**config.mk**
```make
export PLATFORM = sky130hd
export DESIGN_NAME = ioctl_upload_reader_flat
export DESIGN_NICKNAME = d
export VERILOG_FILES = /design/src/rtl/ioctl_upload_reader_pkg.sv /design/src/rtl/ioctl_upload_reader_if.sv /design/src/rtl/ioctl_upload_reader_word_cache.sv /design/src/rtl/ioctl_upload_reader.sv /design/src/flat_wrapper.sv
export SDC_FILE = /design/constraint.sdc
export NUM_CORES = 1
export LEC_CHECK = 0
export ABC_AREA = 1
export CAP_MARGIN = 10
export CORE_ASPECT_RATIO = 1.75
export CORE_MARGIN = 2
export CORE_UTILIZATION = 50
export DETAILED_ROUTE_END_ITERATION = 10
export MAX_ROUTING_LAYER = met4
export PLACE_DENSITY = 0.81
export SYNTH_ARGS = -nofsm -noshare
export SYNTH_HDL_FRONTEND = slang
export SYNTH_SLANG_ARGS = --single-unit
```
**constraint.sdc**
```tcl
create_clock -name clk_sys -period 2.3 [get_ports clk_sys]
set_clock_uncertainty 0.2 [all_clocks]
set_input_delay 0.46 -clock clk_sys [delete_from_list [all_inputs] [get_ports clk_sys]]
set_output_delay 0.46 -clock clk_sys [all_outputs]
set_load 0.02 [all_outputs]
```
**src/rtl/ioctl_upload_reader_pkg.sv**
```systemverilog
// Shared types and constants for the ioctl upload (readback) path.
// Combinational only, no latency.
// No flow control of its own.
package ioctl_pkg;

  // Read engine states: waiting for a strobe, or waiting on the memory port.
  typedef enum logic {
    IDLE  = 1'b0,
    FETCH = 1'b1
  } upl_state_t;

  localparam int         IOCTL_AW     = 25;
  localparam logic [7:0] DEFAULT_FILL = 8'hFF;

endpackage

```
**src/rtl/ioctl_upload_reader_if.sv**
```systemverilog
// Bundles the hps_io ioctl read side and the 16-bit word memory port.
// Wires only, no latency.
// The master (reader) holds mem_req until mem_ack and raises ioctl_wait while fetching.
interface ioctl_upload_reader_if
  import ioctl_pkg::*;
#(
  parameter int AW = 17
) ();

  logic                ioctl_upload;
  logic                ioctl_rd;
  logic [IOCTL_AW-1:0] ioctl_addr;
  logic [7:0]          ioctl_din;
  logic                ioctl_wait;
  logic                mem_req;
  logic [AW-1:0]       mem_addr;
  logic                mem_ack;
  logic [15:0]         mem_data;
  logic                rd_err;

  modport master (
    input  ioctl_upload, ioctl_rd, ioctl_addr, mem_ack, mem_data,
    output ioctl_din, ioctl_wait, mem_req, mem_addr, rd_err
  );

  modport slave (
    output ioctl_upload, ioctl_rd, ioctl_addr, mem_ack, mem_data,
    input  ioctl_din, ioctl_wait, mem_req, mem_addr, rd_err
  );

endinterface

```
**src/rtl/ioctl_upload_reader_word_cache.sv**
```systemverilog
// Single-entry cache of the last fetched 16-bit word and its word address.
// Hit is combinational from the lookup tag; load/invalidate take effect next cycle.
// No backpressure; invalidate wins over a simultaneous load.
module upl_word_cache
  import ioctl_pkg::*;
#(
  parameter int AW = 17
) (
  input  logic          clk_sys,
  input  logic          reset,
  input  logic          i_load,
  input  logic          i_inval,
  input  logic [AW-1:0] i_load_tag,
  input  logic [15:0]   i_load_data,
  input  logic [AW-1:0] i_lookup_tag,
  output logic          o_hit,
  output logic [15:0]   o_data
);

  logic          r_valid;
  logic [AW-1:0] r_tag;
  logic [15:0]   r_data;

  // Hold the word of the most recent successful fetch.
  always_ff @(posedge clk_sys) begin
    if (reset) begin
      r_valid <= 1'b0;
      r_tag   <= '0;
      r_data  <= 16'h0000;
    end else if (i_inval) begin
      r_valid <= 1'b0;
    end else if (i_load) begin
      r_valid <= 1'b1;
      r_tag   <= i_load_tag;
      r_data  <= i_load_data;
    end
  end

  assign o_hit  = r_valid && (r_tag == i_lookup_tag);
  assign o_data = r_data;

endmodule

```
**src/rtl/ioctl_upload_reader.sv**
```systemverilog
// Answers HPS upload read strobes with bytes fetched from a 16-bit word port.
// Window miss / cache hit: ioctl_din next cycle; miss: wait high until cycle after mem_ack.
// mem_req held until mem_ack or TIMEOUT; optional chk_sum under UPLOAD_CHECKSUM_EN.
module ioctl_upload_reader
  import ioctl_pkg::*;
#(
  parameter int                  AW        = 17,
  parameter logic [IOCTL_AW-1:0] BASE_ADDR = 25'h0,
  parameter logic [IOCTL_AW-1:0] SIZE      = 25'h40000,
  parameter logic [7:0]          FILL      = DEFAULT_FILL,
  parameter int                  TIMEOUT   = 255
) (
  input  logic                   clk_sys,
  input  logic                   reset,
  ioctl_upload_reader_if.master  bus
`ifdef UPLOAD_CHECKSUM_EN
  ,
  output logic [7:0]             chk_sum
`endif
);

  localparam logic [7:0] TMO_LIM = 8'(TIMEOUT);

  upl_state_t          r_state, w_state_nxt;
  logic [7:0]          r_din, w_din_nxt;
  logic                r_wait, w_wait_nxt;
  logic                r_req, w_req_nxt;
  logic [AW-1:0]       r_addr, w_addr_nxt;
  logic [7:0]          r_tmo, w_tmo_nxt;
  logic                r_lane, w_lane_nxt;
  logic                r_drop, w_drop_nxt;
  logic                r_err, w_err_nxt;
  logic                r_upl_d;

  logic                w_upl_rise;
  logic [IOCTL_AW-1:0] w_off;
  logic                w_inwin;
  logic [AW-1:0]       w_word;
  logic                w_lane;
  logic                w_cache_hit;
  logic [15:0]         w_cache_data;
  logic                w_hit;
  logic                w_load;
  logic                w_inval;
  logic                w_din_upd;
  logic                w_discard;

  // Window decode: addresses below BASE_ADDR wrap to a huge offset and fall outside.
  assign w_upl_rise = bus.ioctl_upload & ~r_upl_d;
  assign w_off      = bus.ioctl_addr - BASE_ADDR;
  assign w_inwin    = (bus.ioctl_addr >= BASE_ADDR) && (w_off < SIZE);
  assign w_word     = w_off[AW:1];
  assign w_lane     = w_off[0];
  // A new session invalidates the cache this very cycle, so never trust a hit then.
  assign w_hit      = w_cache_hit & ~w_upl_rise;
  // Result of a fetch is thrown away once the session ended while it was in flight.
  assign w_discard  = r_drop | ~bus.ioctl_upload;

  upl_word_cache #(.AW(AW)) u_cache (
    .clk_sys      (clk_sys),
    .reset        (reset),
    .i_load       (w_load),
    .i_inval      (w_inval),
    .i_load_tag   (r_addr),
    .i_load_data  (bus.mem_data),
    .i_lookup_tag (w_word),
    .o_hit        (w_cache_hit),
    .o_data       (w_cache_data)
  );

  // FSM state register.
  always_ff @(posedge clk_sys) begin
    if (reset) r_state <= IDLE;
    else       r_state <= w_state_nxt;
  end

  // Next-state and datapath decisions for one strobe / one fetch.
  always_comb begin
    w_state_nxt = r_state;
    w_din_nxt   = r_din;
    w_wait_nxt  = r_wait;
    w_req_nxt   = r_req;
    w_addr_nxt  = r_addr;
    w_tmo_nxt   = r_tmo;
    w_lane_nxt  = r_lane;
    w_drop_nxt  = r_drop;
    w_err_nxt   = w_upl_rise ? 1'b0 : r_err;
    w_load      = 1'b0;
    w_inval     = w_upl_rise;
    w_din_upd   = 1'b0;
    case (r_state)
      IDLE: begin
        if (bus.ioctl_rd && bus.ioctl_upload) begin
          if (!w_inwin) begin
            w_din_nxt = FILL;
            w_din_upd = 1'b1;
          end else if (w_hit) begin
            w_din_nxt = w_lane ? w_cache_data[15:8] : w_cache_data[7:0];
            w_din_upd = 1'b1;
          end else begin
            w_state_nxt = FETCH;
            w_wait_nxt  = 1'b1;
            w_req_nxt   = 1'b1;
            w_addr_nxt  = w_word;
            w_tmo_nxt   = 8'h00;
            w_lane_nxt  = w_lane;
            w_drop_nxt  = 1'b0;
          end
        end
      end
      FETCH: begin
        // Strobes arriving here are protocol violations and are simply ignored.
        w_tmo_nxt = r_tmo + 8'h01;
        if (!bus.ioctl_upload) w_drop_nxt = 1'b1;
        if (bus.mem_ack) begin
          w_state_nxt = IDLE;
          w_req_nxt   = 1'b0;
          w_wait_nxt  = 1'b0;
          if (!w_discard) begin
            w_load    = 1'b1;
            w_din_nxt = r_lane ? bus.mem_data[15:8] : bus.mem_data[7:0];
            w_din_upd = 1'b1;
          end
        end else if (r_tmo == TMO_LIM) begin
          w_state_nxt = IDLE;
          w_req_nxt   = 1'b0;
          w_wait_nxt  = 1'b0;
          if (!w_discard) begin
            w_din_nxt = FILL;
            w_din_upd = 1'b1;
            w_err_nxt = 1'b1;
            w_inval   = 1'b1;
          end
        end
      end
      default: w_state_nxt = IDLE;
    endcase
  end

  // Datapath registers; reset also withdraws any outstanding request.
  always_ff @(posedge clk_sys) begin
    if (reset) begin
      r_din   <= 8'h00;
      r_wait  <= 1'b0;
      r_req   <= 1'b0;
      r_addr  <= '0;
      r_tmo   <= 8'h00;
      r_lane  <= 1'b0;
      r_drop  <= 1'b0;
      r_err   <= 1'b0;
      r_upl_d <= 1'b0;
    end else begin
      r_din   <= w_din_nxt;
      r_wait  <= w_wait_nxt;
      r_req   <= w_req_nxt;
      r_addr  <= w_addr_nxt;
      r_tmo   <= w_tmo_nxt;
      r_lane  <= w_lane_nxt;
      r_drop  <= w_drop_nxt;
      r_err   <= w_err_nxt;
      r_upl_d <= bus.ioctl_upload;
    end
  end

  assign bus.ioctl_din  = r_din;
  assign bus.ioctl_wait = r_wait;
  assign bus.mem_req    = r_req;
  assign bus.mem_addr   = r_addr;
  assign bus.rd_err     = r_err;

`ifdef UPLOAD_CHECKSUM_EN
  logic [7:0] r_chk;
  logic [7:0] w_chk_base;

  assign w_chk_base = w_upl_rise ? 8'h00 : r_chk;

  // Running mod-256 sum of every byte placed on ioctl_din this session.
  always_ff @(posedge clk_sys) begin
    if (reset)          r_chk <= 8'h00;
    else if (w_din_upd) r_chk <= w_chk_base + w_din_nxt;
    else                r_chk <= w_chk_base;
  end

  assign chk_sum = r_chk;
`endif

endmodule
```
**src/flat_wrapper.sv**
```systemverilog
// flat-port wrapper written by rule: the top's interface ports become plain ports
module ioctl_upload_reader_flat import ioctl_pkg::*;
#(
  parameter int                  AW        = 17,
  parameter logic [IOCTL_AW-1:0] BASE_ADDR = 25'h0,
  parameter logic [IOCTL_AW-1:0] SIZE      = 25'h40000,
  parameter logic [7:0]          FILL      = DEFAULT_FILL,
  parameter int                  TIMEOUT   = 255
)
  (clk_sys, reset, bus_ioctl_upload, bus_ioctl_rd, bus_ioctl_addr, bus_mem_ack, bus_mem_data, bus_ioctl_din, bus_ioctl_wait, bus_mem_req, bus_mem_addr, bus_rd_err);
  ioctl_upload_reader_if #(.AW(AW)) bus_i ();
  input  logic clk_sys;
  input  logic reset;
  input wire logic [$bits(bus_i.ioctl_upload)-1:0] bus_ioctl_upload;
  input wire logic [$bits(bus_i.ioctl_rd)-1:0] bus_ioctl_rd;
  input wire logic [$bits(bus_i.ioctl_addr)-1:0] bus_ioctl_addr;
  input wire logic [$bits(bus_i.mem_ack)-1:0] bus_mem_ack;
  input wire logic [$bits(bus_i.mem_data)-1:0] bus_mem_data;
  output wire logic [$bits(bus_i.ioctl_din)-1:0] bus_ioctl_din;
  output wire logic [$bits(bus_i.ioctl_wait)-1:0] bus_ioctl_wait;
  output wire logic [$bits(bus_i.mem_req)-1:0] bus_mem_req;
  output wire logic [$bits(bus_i.mem_addr)-1:0] bus_mem_addr;
  output wire logic [$bits(bus_i.rd_err)-1:0] bus_rd_err;
  assign bus_i.ioctl_upload = bus_ioctl_upload;
  assign bus_i.ioctl_rd = bus_ioctl_rd;
  assign bus_i.ioctl_addr = bus_ioctl_addr;
  assign bus_i.mem_ack = bus_mem_ack;
  assign bus_i.mem_data = bus_mem_data;
  assign bus_ioctl_din = bus_i.ioctl_din;
  assign bus_ioctl_wait = bus_i.ioctl_wait;
  assign bus_mem_req = bus_i.mem_req;
  assign bus_mem_addr = bus_i.mem_addr;
  assign bus_rd_err = bus_i.rd_err;
  ioctl_upload_reader #(.AW(AW), .BASE_ADDR(BASE_ADDR), .SIZE(SIZE), .FILL(FILL), .TIMEOUT(TIMEOUT)) u_core (.clk_sys(clk_sys), .reset(reset), .bus(bus_i));
endmodule
```
==> flow_metrics.tcl <==
set metrics [dict create \
    status "finished, final reports clean" \
    fin_nets 643 \
    top_layer_used "met4" \
    initialDrtViolationCount 257 \
    syn_to_final_growth_pct 34.4 \
    yosys.area.top_type "dfxtp_1" \
    die_h_um 115 \
    die_area_um2 7800 \
    drtPass1Iterations 4 \
    grtUsageTotal_pct 24.9 \
    relSlewSlack_pct 72.8 \
    synthDistinctLibCells 28 \
    crit_required_ps 2360 \
    postPlaceCellArea_um2 4400 \
    most-common-layout-cells "nand2_1 (107), nor2_1 (83), clkdlybuf4s50_1 (73), dfxtp_1 (73), inv_1 (62)" \
    maxSlewViolCount 0 \
    core_area_um2 6860 \
    final_common_cell "nand2_1" \
    die_w_um 67.6 \
    row_count 40 \
    antenna_found_initial 0 \
    cts_buffer_depth 2 \
    synth_area_um2 3540 \
    worst_pin_slew_ps 408 \
    clock-sinks 73 \
    drv_cap 0 \
    cts_tree "done" \
    io_buffers 73 \
    ys_ff_latch 73 \
    synthTopCellsByArea "dfxtp_1 (41%), nand2_1 (11%), nor2_1 (8.8%), a21oi_1 (8.2%), inv_1 (6.6%)" \
    root_buffer "clkbuf_16" \
    cellLeakagePower_nw 2.02 \
    routed-via-count 3474 \
    grt_pass1_wl_um 14400 \
    clk-insertion-delay-late_ps 330 \
    p_total_mw 3.22 \
    ys_warn_count 0 \
    num_io_pins 74 \
    seq_area_frac_synth_pct 41.2 \
    fin_area_um2 4760 \
    drive_above_1_share_pct 7.65 \
    worstPathMaxFanout 8 \
    drt_wl_total_um 8650 \
    place_inst 669 \
    grt-ovfl-total 0 \
    endpoint_kind "register" \
    final.min_clock_period_ps 2040 \
    arrival_ps 2110 \
    grt_start_max_net_pins 67 \
    hp-class "reg -> reg" \
    holdWs_ps 242 \
    cts_buffers 9 \
    cts-hold-fix-buffers 0 \
    routed_via_density 5.07 \
    critPathKind "in -> reg" \
    met1_length_um 3440 \
    stdcell_count 685 \
    power_density_nw_per_um2 676 \
    post-dp-hpwl_um 6100 \
    fmax_mhz 490 \
    start_kind "primary input" \
    syn_area_per_cell_um2 6.79 \
    drc 0 \
    postCtsSetupRepairBufs 0 \
    synthCells 522 \
    synth_top_area_share_pct 41.2 \
    route.detailed.wl_per_inst_um 12.6 \
    grt_pass1_vias 3139 \
    htree_levels 3 \
    initial_core_util_pct 51.7 \
    syn_nets 569 \
    final_core_util_pct 69.5 \
    wl_met2_um 4650 \
    antenna_left 0 \
    hold_viol 0 \
    wl_met3_um 341 \
    n_antenna_cell 0 \
    gp_congestion 0.853 \
    clk_pin_slew_ps 60 \
    rsz0062_at_grt "no" \
    min_period_over_period_pct 88.8 \
    irDropWorstVdd_mv 0.582 \
    setup_viol 0 \
    post_cts_resize_count 0 \
]
synth_stat cells:
library cell / n
a21oi_1: 58
a21oi_2: 3
a31oi_1: 1
buf_1: 1
buf_12: 1
buf_2: 8
buf_4: 1
buf_6: 4
clkbuf_1: 14
clkinv_1: 2
dfxtp_1: 73
ha_1: 1
inv_1: 62
nand2_1: 107
nand2_2: 1
nand2_4: 1
nand3_1: 41
nand3_2: 2
nand4_1: 4
nand4_2: 2
nor2_1: 83
nor2_2: 1
nor2_8: 1
nor4_4: 1
o211ai_1: 1
o21ai_0: 38
o21bai_1: 1
xor2_1: 9
worst paths after layout:
kind	start	to	slack [ps]	depth (start not counted)
worst max-delay path	bus_ioctl_upload	u_core.r_tmo[1]$_SDFFE_PP0P_	260	10
worst min-delay path	u_core.u_cache.o_data[12]$_SDFFE_PP0P_	u_core.u_cache.o_data[12]$_SDFFE_PP0P_	240	2
worst max register to register	u_core.r_tmo[0]$_SDFFE_PP0P_	u_core.bus.ioctl_din[4]$_SDFFE_PP0P_	320	10
worst min register to register	u_core.u_cache.o_data[12]$_SDFFE_PP0P_	u_core.u_cache.o_data[12]$_SDFFE_PP0P_	240	2
stage by stage:
| stage | setup slack [ps] | setup TNS, ps |
|---|---|---|
| 6_report | 257 | 0 |
| 5_1_grt | 57.8 | 0 |
| 4_1_cts | 243 | 0 |
| 3_5_place_dp | -101 | -1800 |
| 3_3_place_gp | -46.3 | -931 |
| 2_1_floorplan | 505 | 0 |
worst max-delay path: stages:
cell             delay, ps
clkdlybuf4s50_1        480
nand2_1                130
nand2_1                 80
nor2_1                 100
nand2_1                 60
nor2_1                 110
nand2_1                140
nand3_1                290
nand3_1                120
a21oi_1                150
registers in the layout, summed over array words and instances (netlist names):
register,count
u_core.r_drop,1
u_core.r_upl_d,1
u_core.bus.ioctl_din,8
u_core.r_tmo,8
u_core.u_cache.r_tag,17
u_core.u_cache.r_valid,1
u_core.r_lane,1
u_core.bus.ioctl_wait,1
u_core.bus.rd_err,1
u_core.r_state,1
u_core.bus.mem_addr,17
u_core.u_cache.o_data,16
metal layers:
layer	global-route usage, %	vias to the layer above
met4	11.6	0
met2	40.9	85
met5	-	-
li1	-	1799
met1	28.5	1574
met3	4.79	16
final cells by class:
| cell class | instances | area [µm²] |
|---|---|---|
| fillers | 569 | 2090 |
| clock inverters | 6 | 130 |
| well taps | 84 | 105 |
| flip-flops and latches | 73 | 1460 |
| multi-input cells | 356 | 1670 |
| inverters | 64 | 240 |
| repair buffers | 92 | 923 |
| clock buffers | 10 | 229 |
report_power, final:
group          switching [mW]  internal [mW]  total [mW]
Combinational           0.117          0.132       0.248
Sequential            0.00605           1.28        1.28
Clock                   0.523           1.17        1.69
logic make-up after synthesis:
group,count (synthesis),synth area share [%]
buffers and inverters,93,11.5
AO/OA/AOI/OAI,102,14.9
adder cells (fa/ha/maj),1,0.353
flip-flops,73,41.2
XOR/XNOR,9,2.22
AND/OR/NAND/NOR,244,29.7
(Power assumes the default switching activity.)
